**src/rtl/pkt_pkg.sv**
```systemverilog
// ============================================================
// pkt_pkg : shared constants and types for packet_length_counter
// Rev 1.0
// ============================================================
`default_nettype none

package pkt_pkg;

  localparam int DW_DEF    = 128;
  localparam int LEN_W_DEF = 16;

  // Width needed to hold the number of set bits in a DW/8-bit keep vector.
  function automatic int pcnt_w(input int dw);
    return $clog2(dw / 8) + 1;
  endfunction

  localparam int PCNT_W_DEF = pcnt_w(DW_DEF);

  typedef logic [LEN_W_DEF-1:0] len_word_t;

endpackage

`default_nettype wire

```
**src/rtl/keep_popcount.sv**
```systemverilog
// ============================================================
// keep_popcount : combinational count of set tkeep bits (bytes in a beat)
// Rev 1.0
// ============================================================
`default_nettype none

module keep_popcount
  import pkt_pkg::*;
#(
  parameter int DW = DW_DEF
) (
  input  logic [DW/8-1:0]       keep,
  output logic [pcnt_w(DW)-1:0] count
);

  localparam int PW = pcnt_w(DW);

  always_comb begin
    count = '0;
    for (int i = 0; i < DW / 8; i++) begin
      count = count + PW'(keep[i]);
    end
  end

endmodule

`default_nettype wire

```
**src/rtl/packet_length_counter.sv**
```systemverilog
// ============================================================
// packet_length_counter : AXIS register slice + per-packet byte length
// Option macro PKT_LEN_SATURATE_EN (saturating length + len_tuser). Rev 1.0
// ============================================================
`default_nettype none

module packet_length_counter
  import pkt_pkg::*;
#(
  parameter int DW    = DW_DEF,
  parameter int LEN_W = LEN_W_DEF
) (
  input  logic              clk,
  input  logic              resetn,
  input  logic [DW-1:0]     axis_in_tdata,
  input  logic [DW/8-1:0]   axis_in_tkeep,
  input  logic              axis_in_tlast,
  input  logic              axis_in_tvalid,
  output logic              axis_in_tready,
  output logic [DW-1:0]     axis_out_tdata,
  output logic [DW/8-1:0]   axis_out_tkeep,
  output logic              axis_out_tlast,
  output logic              axis_out_tvalid,
  input  logic              axis_out_tready,
  output logic [LEN_W-1:0]  len_tdata,
  output logic              len_tvalid,
  input  logic              len_tready
`ifdef PKT_LEN_SATURATE_EN
  ,
  output logic              len_tuser
`endif
);

  localparam int PW = pcnt_w(DW);

  logic [PW-1:0]    beat_bytes;
  logic [LEN_W-1:0] byte_cnt;
  logic [LEN_W-1:0] cnt_next;
  logic             accept;

  keep_popcount #(
    .DW (DW)
  ) u_keep_popcount (
    .keep  (axis_in_tkeep),
    .count (beat_bytes)
  );

  // Accept only when both downstream slots are free or draining this cycle.
  assign axis_in_tready = resetn
                        && (!axis_out_tvalid || axis_out_tready)
                        && (!len_tvalid || len_tready);
  assign accept = axis_in_tvalid && axis_in_tready;

`ifdef PKT_LEN_SATURATE_EN
  logic [LEN_W:0] sum_full;
  logic           ovf_now;
  logic           ovf_seen;

  assign sum_full = {1'b0, byte_cnt} + (LEN_W+1)'(beat_bytes);
  assign ovf_now  = sum_full[LEN_W];
  assign cnt_next = ovf_now ? '1 : sum_full[LEN_W-1:0];
`else
  assign cnt_next = byte_cnt + LEN_W'(beat_bytes);
`endif

  always_ff @(posedge clk) begin
    if (!resetn) begin
      axis_out_tdata  <= '0;
      axis_out_tkeep  <= '0;
      axis_out_tlast  <= 1'b0;
      axis_out_tvalid <= 1'b0;
      len_tdata       <= '0;
      len_tvalid      <= 1'b0;
      byte_cnt        <= '0;
`ifdef PKT_LEN_SATURATE_EN
      len_tuser       <= 1'b0;
      ovf_seen        <= 1'b0;
`endif
    end else begin
      if (accept) begin
        axis_out_tdata  <= axis_in_tdata;
        axis_out_tkeep  <= axis_in_tkeep;
        axis_out_tlast  <= axis_in_tlast;
        axis_out_tvalid <= 1'b1;
      end else if (axis_out_tready) begin
        axis_out_tvalid <= 1'b0;
      end

      if (accept && axis_in_tlast) begin
        len_tdata  <= cnt_next;
        len_tvalid <= 1'b1;
        byte_cnt   <= '0;
`ifdef PKT_LEN_SATURATE_EN
        len_tuser  <= ovf_seen | ovf_now;
        ovf_seen   <= 1'b0;
`endif
      end else begin
        if (len_tready) begin
          len_tvalid <= 1'b0;
        end
        if (accept) begin
          byte_cnt <= cnt_next;
`ifdef PKT_LEN_SATURATE_EN
          ovf_seen <= ovf_seen | ovf_now;
`endif
        end
      end
    end
  end

endmodule

`default_nettype wire

```
**config.mk**
```make
export PLATFORM = sky130hd
export DESIGN_NAME = packet_length_counter
export DESIGN_NICKNAME = d
export VERILOG_FILES = /design/src/rtl/pkt_pkg.sv /design/src/rtl/keep_popcount.sv /design/src/rtl/packet_length_counter.sv
export SDC_FILE = /design/constraint.sdc
export NUM_CORES = 1
export LEC_CHECK = 0
export CELL_PAD_IN_SITES_DETAIL_PLACEMENT = 1
export CELL_PAD_IN_SITES_GLOBAL_PLACEMENT = 2
export CORE_AREA = 2 2 191 193
export CTS_CLUSTER_DIAMETER = 30
export DETAILED_ROUTE_END_ITERATION = 8
export DIE_AREA = 0 0 193 195
export PLACE_DENSITY_LB_ADDON = 0.12
export SETUP_SLACK_MARGIN = 0.2
export SLEW_MARGIN = 20
export SYNTH_ARGS = -nofsm -noshare
export SYNTH_HDL_FRONTEND = slang
export SYNTH_SLANG_ARGS = --single-unit
```
**constraint.sdc**
```tcl
create_clock -name clk -period 5.9 [get_ports clk]
set_input_delay 1.18 -clock clk [delete_from_list [all_inputs] [get_ports clk]]
set_output_delay 1.18 -clock clk [all_outputs]
set_load 0.01 [all_outputs]
```
==> results.txt <==
status: completed
clk_lat worst skew: 440 ps
Top Usage Layer GRT: met2
htree depth: 4
Hold Path Depth: 2
DRT iter0 DRCs: 136
Syn Inst Count: 858
Async S/R FF share, synth: 0
gr usage total: 0.1412
hpwl dp: 18160 µm
fill count: 4146
post-synthesis net count: 1029
period utilisation layout: 0.9297
Worst-Margin Slew: 999.2 ps
number of vias per cell: 4.107
GP Congestion: 0.7099
Root Driver: clkbuf_16
number of global-route vias before repair: 6789
Crit-path slowest cell: fa_1
Multi-input gate area: 3515 µm²
gr ovfl total: 0
CP peak stage delay: 530 ps
Rows: 69
ANT nets after route: 0
Register Area: 3583 µm²
Syn-to-layout area delta: 58.55%
CTS tree: yes
Worst VDD drop: 0.2017 mV
R2R depth: 5
Hold Fails Final Rpt: 0
die height: 195 µm
Worst setup EP type: register
ys flop type: dfxtp_1
final setup fails: 0
layout cell share with drive strength beyond 1: 0.06764
IO Pins: 314
Clk pin slew, worst setup/hold paths: 70 ps
Critical Path AT: 5800 ps
Setup CP Type: in -> reg
P per Cell Area: 288.2 nW/µm²
number of synthesized flops with an enable pin: 0
clock skew: 9.682 ps
synthesized flop and latch total: 179
met1 usage: 0.1751
Final Util: 0.3297
Hold Path End: axis_out_tdata[119]
Hold WC Path Type: reg -> reg
largest net degree at the start of global routing: 159
Cell Area, Synth: 7360 µm²
Max-cap violations: 0
min cycle time layout: 5485 ps
met3 GRT Util: 0.05536
Worst EP required: 6210 ps
area of the core: 35400 µm²
CP dominant cell by count: fa_1
CP Launch Type: input port
Die Area: 37640 µm²
CP Max Fanout: 7
first-pass GRT wire length: 40430 µm
R2R setup slack: 3190 ps
DRC errors left: 0
register area share after synthesis: 0.4869
wire per inst: 16.41 µm
Yosys Warn Count: 0
Nets: 1326
Hold Crit Start: axis_out_tdata[119]
Buffers on Ports: 313
Sink Count: 179
Cell Chain, Critical Path: clkdlybuf4s50_1, inv_1, fa_1, fa_1, fa_1, fa_1, fa_2, fa_2, inv_1, buf_4, ha_1, a21oi_2, o21ai_2, buf_6, nor3b_2, xnor2_1, nor2_1
synth unique cells: 36
WL final: 26770 µm
initial antenna violation count: 3
Synth Area per Inst: 8.578 µm²
most common cell after layout, fill and taps aside: clkdlybuf4s50_1
Starting Density: 0.2079
RSZ-0062 raised after global routing: no
most frequent cells in the layout: clkdlybuf4s50_1 (306), nand2_1 (304), dfxtp_1 (179)
TritonCTS buffer count: 17
RR Startpoint: axis_out_tvalid
Reg2Reg Capture Point: axis_out_tkeep[2]
final slew viol count: 0
fmax: 182.3 MHz
max_slew headroom: 0.3339
die width: 193 µm
P_leak: 0.004247 µW
Total Neg Setup Slack: 0 ps
DR pass1 iterations: 4
clk buf depth: 2
met2 usage: 0.2262
Vias: 6698
[synthesized netlist by cell type (all sizes together), types with 2 or more instances]
| master | count | share of area |
|---|---|---|
| clkbuf | 39 | 0.020 |
| nand2 | 304 | 0.16 |
| fa | 11 | 0.030 |
| a21oi | 9 | 0.0061 |
| nand3 | 20 | 0.014 |
| o21a | 3 | 0.0031 |
| buf | 20 | 0.016 |
| nor3b | 3 | 0.0037 |
| a22o | 3 | 0.0036 |
| xnor2 | 9 | 0.011 |
| nor2 | 14 | 0.0071 |
| and3 | 2 | 0.0017 |
| nor2b | 4 | 0.0048 |
| nor4b | 2 | 0.0065 |
| a21o | 3 | 0.0031 |
| inv | 25 | 0.013 |
| ha | 10 | 0.017 |
| o21bai | 2 | 0.0026 |
| o21ai | 16 | 0.011 |
| and4 | 2 | 0.0024 |
| a21boi | 144 | 0.15 |
| a211oi | 3 | 0.0031 |
| nand4 | 6 | 0.0051 |
| and2 | 5 | 0.0043 |
| dfxtp | 179 | 0.49 |
| xor2 | 17 | 0.020 |
[critical path, delay by kind of cell]
| family | cells | cell delay (ps) |
|---|---|---|
| XOR/XNOR | 1 | 180 |
| adder cells (fa/ha/maj) | 7 | 3090 |
| AO/OA/AOI/OAI | 2 | 270 |
| buffers and inverters | 5 | 860 |
| AND/OR/NAND/NOR | 2 | 210 |
[state kept, by name (all words and copies together) (netlist names)]
register / flops
len_tvalid: 1
len_tdata: 16
axis_out_tkeep: 16
byte_cnt: 16
axis_out_tdata: 128
axis_out_tlast: 1
axis_out_tvalid: 1
[final cells by class]
cell class              instances  share of cell area
clock inverters                14             0.01190
flip-flops and latches        179              0.3071
diodes                          2           0.0004289
clock buffers                  18             0.03764
multi-input cells             596              0.3012
repair buffers                336              0.2843
well taps                     461             0.04943
inverters                      25            0.008042
[power breakdown]
group	internal, µW	switching [µW]
Sequential	1270	34.7
Combinational	471	424
Clock	632	528
[worst max path at each step]
stage,depth (start not counted),endpoint,startpoint,slack (ps)
after floorplan,16,byte_cnt[5],axis_in_tkeep[0],240
after global placement,16,byte_cnt[6],axis_in_tkeep[0],-470
after detailed placement,16,byte_cnt[10],axis_in_tkeep[0],-530
after CTS,15,byte_cnt[12],axis_in_tkeep[2],220
after global routing,17,byte_cnt[5],axis_in_tkeep[10],220
final,17,byte_cnt[5],axis_in_tkeep[10],410
[through the flow]
stage | total power (µW) | setup slack, ps | hold slack, ps | std cells | instance area, µm²
2_1_floorplan | 1732 | 243.5 | 440.6 | 858 | 7362
3_3_place_gp | 2190 | -471.2 | 450.9 | 1594 | 10990
3_5_place_dp | 2190 | -528.7 | 458.2 | 1594 | 10990
4_1_cts | 3435 | 221.9 | 468.1 | 1628 | 11630
5_1_grt | 3569 | 216.0 | 485.1 | 1631 | 11670
6_report | 3363 | 414.6 | 462.8 | 1631 | 11670
[what timing repair did]
item,in CTS,in global routing
endpoints found under the hold margin,0,0
pin swaps,13,10
hold buffers,0,0
buffers inserted,0,1
resized for setup,17,12
setup endpoints to repair,25,25
gates cloned,2,0
[layer usage]
| layer | part of all wire | routed length (µm) |
|---|---|---|
| met3 | 0.083 | 2231 |
| met1 | 0.45 | 12010 |
| met4 | 0.010 | 267 |
| met5 | 0 | 0 |
| met2 | 0.46 | 12260 |
[cell families (layout without fill, tap and decap cells)]
logic type / after synthesis / count (layout) / share of synthesized area
AO/OA/AOI/OAI: 184 / 185 / 0.1806
other: 0 / 2 / 0
flip-flops: 179 / 179 / 0.4869
XOR/XNOR: 26 / 26 / 0.03094
buffers and inverters: 84 / 393 / 0.04828
AND/OR/NAND/NOR: 364 / 364 / 0.2064
adder cells (fa/ha/maj): 21 / 21 / 0.04692
Power figures use the tool's default switching activity.
